## config.mk

```make
export PLATFORM = sky130hd
export DESIGN_NAME = uart
export DESIGN_NICKNAME = d
export VERILOG_FILES = /design/src/rtl/uart.sv
export SDC_FILE = /design/constraint.sdc
export NUM_CORES = 1
export LEC_CHECK = 0
export CAP_MARGIN = 20
export CORE_UTILIZATION = 55
export CTS_BUF_LIST = sky130_fd_sc_hd__clkbuf_16
export CTS_CLUSTER_SIZE = 14
export DETAILED_ROUTE_END_ITERATION = 6
export PLACE_DENSITY_LB_ADDON = 0.15
export SYNTH_ARGS = -nofsm -noshare
export SYNTH_HDL_FRONTEND = slang
export SYNTH_SLANG_ARGS = --single-unit
```

## constraint.sdc

```tcl
create_clock -name clk -period 6.3 [get_ports clk]
set_clock_uncertainty 0.2 [all_clocks]
set_input_delay 0.63 -clock clk [delete_from_list [all_inputs] [get_ports clk]]
set_output_delay 0.63 -clock clk [all_outputs]
set_load 0.02 [all_outputs]
```

## src/rtl/uart.sv

```systemverilog
// Full-duplex UART: one transmitter and one oversampling receiver sharing a baud-tick generator.
// Define UART_PARITY_EN to add an even-parity bit between the last data bit and the stop bit.
module uart #(
  parameter int DATA_SIZE   = 8,
  parameter int CLK_FREQ_HZ = 50_000_000,
  parameter int BAUD_RATE   = 9600,
  parameter int OVERSAMPLE  = 16
) (
  input  logic                 clk,
  input  logic                 reset,
  input  logic                 TX_START,
  input  logic [DATA_SIZE-1:0] data_in,
  output logic                 tx_line,
  input  logic                 rx_line,
  output logic [DATA_SIZE-1:0] data_out,
  output logic                 tx_busy,
  output logic                 rx_done,
  output logic                 rx_frame_err,
  output logic [1:0]           tx_state,
  output logic [1:0]           rx_state
);

  localparam int DIV_RAW  = (CLK_FREQ_HZ + BAUD_RATE * OVERSAMPLE / 2) / (BAUD_RATE * OVERSAMPLE);
  localparam int DIV      = (DIV_RAW < 1) ? 1 : DIV_RAW;
  localparam int BIT_CLKS = DIV * OVERSAMPLE;
`ifdef UART_PARITY_EN
  localparam int PAR_BITS = 1;
`else
  localparam int PAR_BITS = 0;
`endif
  localparam int FRAME_BITS = DATA_SIZE + PAR_BITS;

  localparam int DIV_W = (DIV > 1) ? $clog2(DIV) : 1;
  localparam int CLK_W = $clog2(BIT_CLKS);
  localparam int OS_W  = $clog2(OVERSAMPLE);
  localparam int BIT_W = (FRAME_BITS > 1) ? $clog2(FRAME_BITS) : 1;

  localparam logic [DIV_W-1:0] DIV_LAST = DIV_W'(DIV - 1);
  localparam logic [CLK_W-1:0] CLK_LAST = CLK_W'(BIT_CLKS - 1);
  localparam logic [OS_W-1:0]  OS_LAST  = OS_W'(OVERSAMPLE - 1);
  localparam logic [OS_W-1:0]  OS_HALF  = OS_W'(OVERSAMPLE / 2 - 1);
  localparam logic [BIT_W-1:0] BIT_LAST = BIT_W'(FRAME_BITS - 1);

  typedef enum logic [1:0] {IDLE, START, DATA, STOP} state_t;

  // Oversample tick generator (receiver timing only)
  logic [DIV_W-1:0] div_cnt;
  logic             tick;

  assign tick = (div_cnt == DIV_LAST);

  always_ff @(posedge clk or negedge reset) begin
    if (!reset)                div_cnt <= '0;
    else if (div_cnt == DIV_LAST) div_cnt <= '0;
    else                       div_cnt <= div_cnt + 1'b1;
  end

  // Transmitter. Handshake: TX_START is a level request; it is accepted on any
  // rising edge where the FSM is in IDLE (tx_busy=0) and ignored otherwise.
  state_t                tx_st;
  logic [CLK_W-1:0]      tx_cnt;
  logic [BIT_W-1:0]      tx_bit;
  logic [FRAME_BITS-1:0] tx_shift;
  logic [FRAME_BITS-1:0] tx_load;

`ifdef UART_PARITY_EN
  assign tx_load = {^data_in, data_in};
`else
  assign tx_load = data_in;
`endif

  always_ff @(posedge clk or negedge reset) begin
    if (!reset) begin
      tx_st    <= IDLE;
      tx_cnt   <= '0;
      tx_bit   <= '0;
      tx_shift <= '0;
      tx_line  <= 1'b1;
      tx_busy  <= 1'b0;
    end else begin
      case (tx_st)
        IDLE: begin
          if (TX_START) begin
            tx_shift <= tx_load;
            tx_busy  <= 1'b1;
            tx_line  <= 1'b0;
            tx_cnt   <= '0;
            tx_st    <= START;
          end
        end
        START: begin
          if (tx_cnt == CLK_LAST) begin
            tx_cnt   <= '0;
            tx_bit   <= '0;
            tx_line  <= tx_shift[0];
            tx_shift <= tx_shift >> 1;
            tx_st    <= DATA;
          end else begin
            tx_cnt <= tx_cnt + 1'b1;
          end
        end
        DATA: begin
          if (tx_cnt == CLK_LAST) begin
            tx_cnt <= '0;
            if (tx_bit == BIT_LAST) begin
              tx_line <= 1'b1;
              tx_st   <= STOP;
            end else begin
              tx_bit   <= tx_bit + 1'b1;
              tx_line  <= tx_shift[0];
              tx_shift <= tx_shift >> 1;
            end
          end else begin
            tx_cnt <= tx_cnt + 1'b1;
          end
        end
        STOP: begin
          if (tx_cnt == CLK_LAST) begin
            tx_cnt  <= '0;
            tx_busy <= 1'b0;
            tx_st   <= IDLE;
          end else begin
            tx_cnt <= tx_cnt + 1'b1;
          end
        end
        default: tx_st <= IDLE;
      endcase
    end
  end

  // Receiver: 2-FF synchroniser resets to the idle (high) line level
  logic rx_meta, rx_sync;

  always_ff @(posedge clk or negedge reset) begin
    if (!reset) begin
      rx_meta <= 1'b1;
      rx_sync <= 1'b1;
    end else begin
      rx_meta <= rx_line;
      rx_sync <= rx_meta;
    end
  end

  state_t                rx_st;
  logic [OS_W-1:0]       rx_os;
  logic [BIT_W-1:0]      rx_bit;
  logic [FRAME_BITS-1:0] rx_shift;
  logic [FRAME_BITS-1:0] rx_shift_in;
  logic                  parity_ok;

  // New bits enter at the MSB so the first (LSB) bit ends up in bit 0
  assign rx_shift_in = (rx_shift >> 1) | (FRAME_BITS'(rx_sync) << (FRAME_BITS - 1));

`ifdef UART_PARITY_EN
  assign parity_ok = ~^rx_shift;
`else
  assign parity_ok = 1'b1;
`endif

  always_ff @(posedge clk or negedge reset) begin
    if (!reset) begin
      rx_st        <= IDLE;
      rx_os        <= '0;
      rx_bit       <= '0;
      rx_shift     <= '0;
      data_out     <= '0;
      rx_done      <= 1'b0;
      rx_frame_err <= 1'b0;
    end else begin
      rx_done      <= 1'b0;
      rx_frame_err <= 1'b0;
      case (rx_st)
        IDLE: begin
          if (!rx_sync) begin
            rx_os <= '0;
            rx_st <= START;
          end
        end
        START: begin
          if (tick) begin
            if (rx_os == OS_HALF) begin
              rx_os  <= '0;
              rx_bit <= '0;
              rx_st  <= rx_sync ? IDLE : DATA;
            end else begin
              rx_os <= rx_os + 1'b1;
            end
          end
        end
        DATA: begin
          if (tick) begin
            if (rx_os == OS_LAST) begin
              rx_os    <= '0;
              rx_shift <= rx_shift_in;
              if (rx_bit == BIT_LAST) rx_st <= STOP;
              else                    rx_bit <= rx_bit + 1'b1;
            end else begin
              rx_os <= rx_os + 1'b1;
            end
          end
        end
        STOP: begin
          if (tick) begin
            if (rx_os == OS_LAST) begin
              rx_os <= '0;
              rx_st <= IDLE;
              if (rx_sync && parity_ok) begin
                data_out <= rx_shift[DATA_SIZE-1:0];
                rx_done  <= 1'b1;
              end else begin
                rx_frame_err <= 1'b1;
              end
            end else begin
              rx_os <= rx_os + 1'b1;
            end
          end
        end
        default: rx_st <= IDLE;
      endcase
    end
  end

  assign tx_state = tx_st;
  assign rx_state = rx_st;

endmodule

```

==> metrics.md, run 1 <==
| Metric | Value |
|---|---|
| Status | `finished clean` |
| Syn. warnings | `0` |
| Post-synth top area cell | `dfrtp_1` |
| Initial Util | `58.7%` |
| CTS root buf | `clkbuf_16` |
| Seq/Total Area, Yosys | `50.0%` |
| Layout overhead on the synthesized area | `18.7%` |
| Vias in the first global route | `2160` |
| Startpoint types | `flip-flop` |
| Setup repair bufs after CTS | `0` |
| I/O pin total | `28` |
| Setup TNS | `0 ns` |
| Max Freq | `334 MHz` |
| Num Clock Sinks | `66` |
| CTS tree | `yes` |
| Max-slew violation count | `0` |
| Yosys top cell area share | `47.6%` |
| Post-synthesis instance area | `0.00331 mm^2` |
| First-pass GRT wire length | `10.1 mm` |
| Ys async rst share | `100%` |
| Hpwl dp | `3.84 mm` |
| Synth unique cells | `46` |
| Largest net degree at the start of global routing | `67` |
| Synthesized Nets | `317` |
| RD Place Congestion | `0.857` |
| Type of the worst min-delay path | `flip-flop to flip-flop` |
| CP required | `6.31 ns` |
| Critical path endpoint | `tx_shift[7]` |
| R2R cell count | `6` |
| Tmin final | `2.99 ns` |
| Initial antenna violation count | `0` |
| Crit. path cell count | `6` |
| Most used DFF post-synth | `dfrtp_1` |
| CP cell instances | `inv_1 > ha_1 > nor2b_1 > nor2_1 > o211ai_1 > mux2_2` |
| Row count | `27` |
| Max FO, Critical Path | `19` |
| FF+latch area | `0.00166 mm^2` |
| Clock Tree Buf Depth | `2` |
| Core Region | `0.00564 mm^2` |
| Final Cycle Share | `47.5%` |
| Power per Cell Area | `237 mW/mm^2` |
| Hold Slack | `0.167 ns` |
| Share of layout cells above drive strength 1 | `20.6%` |
| Routed vias | `2310` |
| Die Width | `79.6 um` |
| Crit path arrival time | `3.00 ns` |
| Iter 0 DRT Violations | `95` |
| Clock Pin Slew Worst Setup and Hold Paths | `0.06 ns` |
| Slew Limit Headroom | `46.2%` |
| Fill cells | `418` |
| IO buf count | `27` |
| Multi-input gate area | `0.00158 mm^2` |
| Peak supply drop | `0.000194 V` |
| Die area | `0.00634 mm^2` |
| Endpoints failing setup | `0` |
| PnR Total Power | `934 uW` |
| Flop2flop setup slack | `3.31 ns` |
| Reg-to-Reg Start | `tx_state[0]` |
| Clk_lat worst skew | `0.33 ns` |
| Buffer and inverter count on the worst path | `1` |
| Max-cap viol count | `0` |
| Syn Area/Cell | `11.4 um^2` |
| Setup crit start | `tx_state[0]` |
| H-tree lvl count | `3` |
| Unrepaired setup endpoints after global routing | `false` |
| Total gr overflow | `0` |
| Ant diodes | `0` |
| Largest cells by area after synthesis | `dfrtp_1 (48%), mux2_2 (13%), ha_1 (5.3%), o21ai_0 (2.4%), dfstp_2 (2.4%)` |
| CTS Hold Bufs | `0` |
| GRT Overall Usage | `21.0%` |
| WS Path Type | `flip-flop to flip-flop` |
| Final ANT Viol Nets | `0` |
| Max stage delay on crit path | `0.59 ns` |
| CP endpoint kind | `flip-flop` |
| P_leak | `1.80 nW` |
| Total wire length | `5.76 mm` |
| Worst Tran Pin Value | `0.807 ns` |
| CTS resizes | `0` |
| EDFF count, synth | `0` |
| Hold Vio Cnt, Final | `0` |
| Residual DRC count | `0` |
| Delay-heaviest family, CP | `simple AND/OR/NAND/NOR gates` |
| TritonCTS buffer count | `9` |
| First-pass iteration count of the detailed router | `4` |
| Syn Inst Count | `291` |
| Synth Register Bits | `66` |
| Routed len/inst | `14.5 um` |
| Final nets | `346` |
| Die Span Y | `79.6 um` |
| Via density | `5.82` |
| R2r endpoint | `tx_shift[7]` |
| Worst path slowest cell | `nor2b_1` |
layout make-up:
| cell class | count | share of cell area [%] |
|---|---|---|
| clock buffer | 9 | 5.73 |
| clock inverter | 7 | 1.75 |
| inverter | 11 | 1.05 |
| multi-input combinational | 204 | 40.2 |
| sequential | 66 | 42.1 |
| tap | 72 | 2.29 |
| timing repair buffer | 28 | 6.94 |
power by group:
group          switching (mW)  internal (mW)
sequential           0.000761          0.425
combinational         0.00907        0.00684
clock                   0.187          0.305
total                   0.197          0.737
sequential cells by signal, indices dropped and copies added, names as in the netlist, 2 cells and up, named ones only:
signal,cells
data_out,8
tx_shift,8
div_cnt,9
tx_state,2
rx_shift,8
tx_cnt,13
tx_bit,3
rx_os,4
rx_bit,3
synth_stat cells (all sizes together), types with 4 or more instances:
master / n
nand2: 15
xnor2: 7
nand4: 5
o31ai: 4
o21ai: 16
nor3: 5
nor2b: 4
a31oi: 4
a22o: 7
nor2: 20
inv: 11
mux2: 37
a31o: 4
dfrtp: 63
ha: 14
clkbuf: 9
nand3: 10
o211ai: 4
and3: 9
per-layer routing:
metal	wire length, um	up-vias	track usage (%)
met1	2720	1136	26.6
met2	2740	41	34.1
met5	0	-	0
li1	-	1123	-
met3	219	10	4.80
met4	76	0	9.82
through the flow:
stage / util, % / cell area, um^2 / setup slack (ns) / instances
global placement: 64.5 / 3640 / 3.45 / 381
detailed placement: 64.5 / 3640 / 3.35 / 381
finish: 69.7 / 3930 / 3.31 / 397
global route: 69.7 / 3930 / 3.13 / 397
CTS: 69.7 / 3930 / 3.34 / 397
floorplan: - / 3310 / 3.79 / 291
worst min-delay path by stage:
stage / start / end / slack [ns] / cells past startpoint
6_report: rx_meta / rx_sync / 0.17 / 0
3_3_place_gp: rx_meta / rx_sync / 0.16 / 0
3_5_place_dp: rx_meta / rx_sync / 0.16 / 0
4_1_cts: rx_meta / rx_sync / 0.17 / 0
5_1_grt: rx_meta / rx_sync / 0.17 / 0
2_1_floorplan: reset / async pin / 0.13 / 0
layout by cell type (no fill, tap or decap), drive strengths merged, types with 4 or more instances in the layout:
cell,n
nor2,20
dfrtp,63
nand4,5
clkdlybuf4s50,26
o211ai,4
a22o,7
nand3,10
a31o,4
inv,12
xnor2,7
mux2,37
nand2,15
o31ai,4
clkbuf,9
nor2b,4
a31oi,4
nor3,5
o21ai,16
ha,14
and3,9
logic make-up (layout without fill, tap and decap cells):
logic type / count (synthesis) / after routing / synth area share, %
buf+inv: 21 / 55 / 2.38
simple gates: 91 / 91 / 15.9
compound gates: 52 / 52 / 11.1
flops: 66 / 66 / 50.0
fa+ha+maj: 14 / 14 / 5.29
mux: 40 / 40 / 13.5
xor+xnor: 7 / 7 / 1.85
Note: power is estimated with default switching activity, not from simulation.
==> run 2, diff against run 1 <==
clock period = 2.9 ns   (was 6.3 ns; I/O delays follow)
==> metrics.md, run 2 (same netlist as run 1, synthesis figures left out) <==
| Metric | Value |
|---|---|
| Status | `finished clean` |
| Hold Slack | `0.162 ns (-0.00433 ns)` |
| Placed cell count | `387 (+1.6%)` |
| Dpl ws | `0.397 ns (-2.95 ns)` |
| WS Path Type | `flip-flop to flip-flop` |
| Multi-input gate area | `0.00158 mm^2 (unchanged)` |
| Largest register FFs | `13 (unchanged)` |
| Commonest non-fill, non-tap cell in the layout | `dfrtp_1` |
| Clk_lat worst skew | `0.33 ns (about the same)` |
| PnR Total Power | `2.02 mW (+120%)` |
| CP required | `2.91 ns (-3.40 ns)` |
| Clock Tree Buf Depth | `2 (unchanged)` |
| GRT Overall Usage | `21.9% (+0.90 points)` |
| Row count | `27 (unchanged)` |
| Sw Ratio | `20.8% (-0.28 points)` |
| Max FO, Critical Path | `8 (-11)` |
| Layout overhead on the synthesized area | `20.4%` |
| Die area | `0.00634 mm^2 (unchanged)` |
| Setup repair bufs after CTS | `0 (unchanged)` |
| Via density | `5.85 (+0.61%)` |
| Routed len/inst | `14.8 um (+2.1%)` |
| Max-slew violation count | `0 (unchanged)` |
| Num Clock Sinks | `66 (unchanged)` |
| Worst Tran Pin Value | `0.829 ns (+0.0225 ns)` |
| Total wire length | `5.98 mm (+3.9%)` |
| Comb power frac | `1.8% (about the same)` |
| Routed vias | `2365 (+2.4%)` |
| Peak supply drop | `0.000380 V (+96%)` |
| CP endpoint kind | `flip-flop` |
| Iter 0 DRT Violations | `99 (+4.2%)` |
| Initial antenna violation count | `0 (unchanged)` |
| Hpwl dp | `3.97 mm (+3.4%)` |
| Final ANT Viol Nets | `0 (unchanged)` |
| Type of the worst min-delay path | `flip-flop to flip-flop` |
| Placed inst area | `0.00368 mm^2 (+1.2%)` |
| Fill cells | `409 (-2.2%)` |
| Residual DRC count | `0 (unchanged)` |
| IO buf count | `27 (unchanged)` |
| TritonCTS buffer count | `9 (unchanged)` |
| Slew Limit Headroom | `44.7% (-1.5 points)` |
| FF+latch area | `0.00166 mm^2 (unchanged)` |
| Max Freq | `397 MHz (+19%)` |
| Die Span Y | `79.6 um (unchanged)` |
| Die Width | `79.6 um (unchanged)` |
| Endpoints failing setup | `0 (unchanged)` |
| First-pass iteration count of the detailed router | `4 (unchanged)` |
| Largest net degree at the start of global routing | `39 (-42%)` |
| RD Place Congestion | `0.859 (+0.28%)` |
| Initial Util | `58.7% (unchanged)` |
| Tmin final | `2.52 ns (-0.469 ns)` |
| Startpoint types | `flip-flop` |
| Crit path arrival time | `2.53 ns (-0.47 ns)` |
| Power per Cell Area | `507 mW/mm^2 (+110%)` |
| Most frequent cells in the layout | `dfrtp_1 (63), mux2_2 (37), clkdlybuf4s50_1 (26)` |
| Unrepaired setup endpoints after global routing | `false` |
| Final nets | `353 (+2.0%)` |
| Final Cycle Share | `87.0% (+39 points)` |
| Largest registers | `tx_cnt (13), div_cnt (9)` |
| Reg power frac | `45.7% (about the same)` |
| Ant diodes | `0 (unchanged)` |
| Psw | `422 uW (+110%)` |
| Share of layout cells above drive strength 1 | `22.3% (+1.7 points)` |
| Total gr overflow | `0 (unchanged)` |
| Setup WS post-layout | `0.378 ns (-2.93 ns)` |
| Clock Pin Slew Worst Setup and Hold Paths | `0.06 ns (about the same)` |
| CTS tree | `yes` |
| Vias in the first global route | `2292 (+6.1%)` |
| Fin cells | `404 (+1.8%)` |
| First-pass GRT wire length | `10.5 mm (+4.2%)` |
| Post-Layout Inst Area | `0.00399 mm^2 (+1.5%)` |
| Max-cap viol count | `0 (unchanged)` |
| Setup TNS | `0 ns (unchanged)` |
| Core Region | `0.00564 mm^2 (unchanged)` |
| H-tree lvl count | `3 (unchanged)` |
| Post-layout util | `70.7% (+1.0 points)` |
| Top reg by flops | `tx_cnt` |
| P_leak | `1.84 nW (+2.5%)` |
| CTS root buf | `clkbuf_16` |
| Hold Vio Cnt, Final | `0 (unchanged)` |
| Internal power | `1.60 mW (+120%)` |
| I/O pin total | `28 (unchanged)` |
| Clk pwr share | `52.5% (-0.2 points)` |
run 2: worst max-delay path, stage by stage, from the launching register on:
cell and delay, ns:
dfrtp_1 0.43, or4b_4 0.59, or3_4 0.42, nor4b_4 0.22, buf_4 0.20, mux2_2 0.34
run 2: power by group through the flow:
stage / Sequential (mW) / Combinational [mW] / Clock (mW)
floorplan: 0.941 / 0.00253 / 0
global placement: 0.942 / 0.0372 / 0
detailed placement: 0.942 / 0.0377 / 0
CTS: 0.926 / 0.0387 / 1.08
global route: 0.925 / 0.0426 / 1.13
finish: 0.926 / 0.0367 / 1.06
run 2: what timing repair did:
item | in CTS | in global routing
endpoints found under the hold margin | 34 | 0
gates resized for setup | 0 | 0
setup endpoints to repair | 0 | 0
hold buffers | 1 | 0
run 2: layout make-up:
class	instances	share of cell area, %
repair buffers	35	8.22
inverters	11	1.03
multi-input cells	204	39.6
well taps	72	2.26
clock inverters	7	1.79
clock buffers	9	5.64
flip-flops and latches	66	41.5
run 2: final timing paths:
kind | startpoint | endpoint | slack [ns] | depth (start not counted)
worst max-delay path | div_cnt[3] | rx_shift[0] | 0.38 | 5
worst min-delay path | rx_meta | rx_sync | 0.16 | 0
worst max register to register | div_cnt[3] | rx_shift[0] | 0.38 | 5
worst min register to register | rx_meta | rx_sync | 0.16 | 0
max in group asynchronous | reset | tx_line | 1.32 | 3
min in group asynchronous | reset | data_out[2] | 0.40 | 2
run 2: per-layer routing:
metal  vias up  global-route usage (%)  wire, um
li1       1151                       -         -
met1      1152                    28.2      2770
met2        52                    35.0      2860
met3        10                    5.26       227
met4         0                    9.82       117
met5         -                       0         0
==> run 3, diff against run 2 <==
--- a/config.mk
+++ b/config.mk
@@ -8,3 +8,3 @@
 export CAP_MARGIN = 20
-export CORE_UTILIZATION = 55
+export CORE_UTILIZATION = 28
 export CTS_BUF_LIST = sky130_fd_sc_hd__clkbuf_16
==> constraint.sdc (replaced) <==
create_clock -name clk -period 2.9 [get_ports clk]
set_clock_uncertainty 0.2 [all_clocks]
set_input_delay 0.435 -clock clk [delete_from_list [all_inputs] [get_ports clk]]
set_output_delay 0.435 -clock clk [all_outputs]
set_load 0.02 [all_outputs]
==> metrics.md, run 3 (same netlist as run 1, synthesis figures left out) <==
| Metric | Value |
|---|---|
| Status | `finished clean` |
| Residual DRC count | `0 (unchanged)` |
| CTS tree | `yes` |
| Final nets | `352 (-0.28%)` |
| Setup crit start | `div_cnt[3]` |
| Clock Tree Buf Depth | `2 (unchanged)` |
| First-pass GRT wire length | `11.6 mm (+10%)` |
| Initial Util | `28.9% (-30 points)` |
| Worst Tran Pin Value | `0.840 ns (+0.0104 ns)` |
| Final Cycle Share | `86.9% (about the same)` |
| I/O pin total | `28 (unchanged)` |
| TritonCTS buffer count | `9 (unchanged)` |
| Hold Vio Cnt, Final | `0 (unchanged)` |
| Unrepaired setup endpoints after global routing | `false` |
| RD Place Congestion | `0.783 (-8.9%)` |
| Largest register FFs | `13 (unchanged)` |
| First-pass iteration count of the detailed router | `4 (unchanged)` |
| Num Clock Sinks | `66 (unchanged)` |
| P_leak | `1.84 nW (about the same)` |
| Clk_lat worst skew | `0.33 ns (about the same)` |
| Row count | `39 (+44%)` |
| CTS Hold Bufs | `0 (-1)` |
| Max-slew violation count | `0 (unchanged)` |
| Commonest non-fill, non-tap cell in the layout | `dfrtp_1` |
| CTS resizes | `0 (unchanged)` |
| Max Freq | `397 MHz (about the same)` |
| Flop2flop setup slack | `0.38 ns (about the same)` |
| IO buf count | `27 (unchanged)` |
| Max-cap viol count | `0 (unchanged)` |
| Post-Layout Inst Area | `0.00405 mm^2 (+1.5%)` |
| Tmin final | `2.52 ns (-0.000514 ns)` |
| Die Width | `111 um (+39%)` |
| Total gr overflow | `0 (unchanged)` |
| Largest registers | `tx_cnt (13), div_cnt (9)` |
| Total wire length | `6.63 mm (+11%)` |
| Die Span Y | `111 um (+39%)` |
| CTS root buf | `clkbuf_16` |
| Vias in the first global route | `2348 (+2.4%)` |
| H-tree lvl count | `3 (unchanged)` |
| Setup repair bufs after CTS | `0 (unchanged)` |
| PnR Total Power | `1.99 mW (-1.6%)` |
| CP required | `2.92 ns (about the same)` |
| Final ANT Viol Nets | `0 (unchanged)` |
| Most frequent cells in the layout | `dfrtp_1 (63), mux2_2 (37), clkdlybuf4s50_1 (26)` |
| WS Path Type | `flip-flop to flip-flop` |
| Dpl ws | `0.372 ns (-0.0243 ns)` |
| Via density | `4.88 (-17%)` |
| CP endpoint kind | `flip-flop` |
| Ant diodes | `0 (unchanged)` |
| Slew Limit Headroom | `44.0% (-0.70 points)` |
| Clock Pin Slew Worst Setup and Hold Paths | `0.06 ns (about the same)` |
| Power per Cell Area | `492 mW/mm^2 (-3.1%)` |
| Setup WS post-layout | `0.379 ns (+0.000514 ns)` |
| Core Region | `0.0115 mm^2 (+100%)` |
| Peak supply drop | `0.000266 V (-30%)` |
| Initial antenna violation count | `0 (unchanged)` |
| Startpoint types | `flip-flop` |
| Crit path arrival time | `2.54 ns (about the same)` |
| Top reg by flops | `tx_cnt` |
| Type of the worst min-delay path | `input pin to async pin` |
| Placed inst area | `0.00377 mm^2 (+2.4%)` |
| Routed len/inst | `14.0 um (-5.5%)` |
| Die area | `0.0123 mm^2 (+94%)` |
| Routed vias | `2314 (-2.2%)` |
| Largest net degree at the start of global routing | `67 (+72%)` |
| Setup TNS | `0 ns (unchanged)` |
| GRT Overall Usage | `12.0% (-10 points)` |
| Share of layout cells above drive strength 1 | `21.1% (-1.1 points)` |
| Hpwl dp | `4.37 mm (+10%)` |
| Layout overhead on the synthesized area | `22.3%` |
| Reg-to-Reg Start | `div_cnt[3]` |
| Iter 0 DRT Violations | `110 (+11%)` |
| R2r endpoint | `rx_shift[3]` |
| R2R cell count | `5 (unchanged)` |
| Fin cells | `474 (+17%)` |
| Placed cell count | `458 (+18%)` |
| Max FO, Critical Path | `8 (unchanged)` |
| Endpoints failing setup | `0 (unchanged)` |
[run 3: cell count changes in the layout (fill, tap and decap cells not counted)]
cell / delta
clkinv_4: -2
clkinv_1: +2
inv_1: +2
dlygate4sd3_1: -1
clkinvlp_4: -2
[run 3: stage by stage]
stage	hold slack (ns)	util (%)
global placement	0.148	32.9
global route	0.158	35.3
CTS	0.134	35.3
floorplan	-0.0606	-
detailed placement	0.147	32.9
finish	0.0930	35.3
[run 3: worst max-delay path by stage]
stage,to,cells past startpoint
after detailed placement,rx_shift[3],5
after CTS,rx_shift[7],5
after global routing,rx_shift[4],5
final,rx_shift[3],5
after global placement,rx_shift[4],5
after floorplan,rx_shift[0],4
[run 3: power breakdown]
group / total, mW / switching [mW] / internal, mW
Sequential: 0.926 / 0.00177 / 0.925
Clock: 1.03 / 0.384 / 0.648
Combinational: 0.0354 / 0.0205 / 0.0149
[run 3: area by class of cell]
class / count / area (um^2)
fillers: 1118 / 7420
flip-flops and latches: 66 / 1660
multi-input cells: 204 / 1580
repair buffers: 34 / 318
clock buffers: 9 / 225
well taps: 143 / 179
clock inverters: 7 / 53.8
inverters: 11 / 41.3
[run 3: worst max-delay path: stages, from the launching register on]
cell and delay [ns]:
dfrtp_1 0.43, or4b_4 0.60, or3_4 0.42, nor4b_4 0.21, buf_4 0.20, mux2_2 0.34
[run 3: routing by layer]
layer,vias up,wire [um],global-route usage [%]
met5,-,0,0
met4,0,112,5.24
met3,11,240,4.70
met2,29,3050,18.0
met1,1130,3230,15.2
li1,1144,-,-
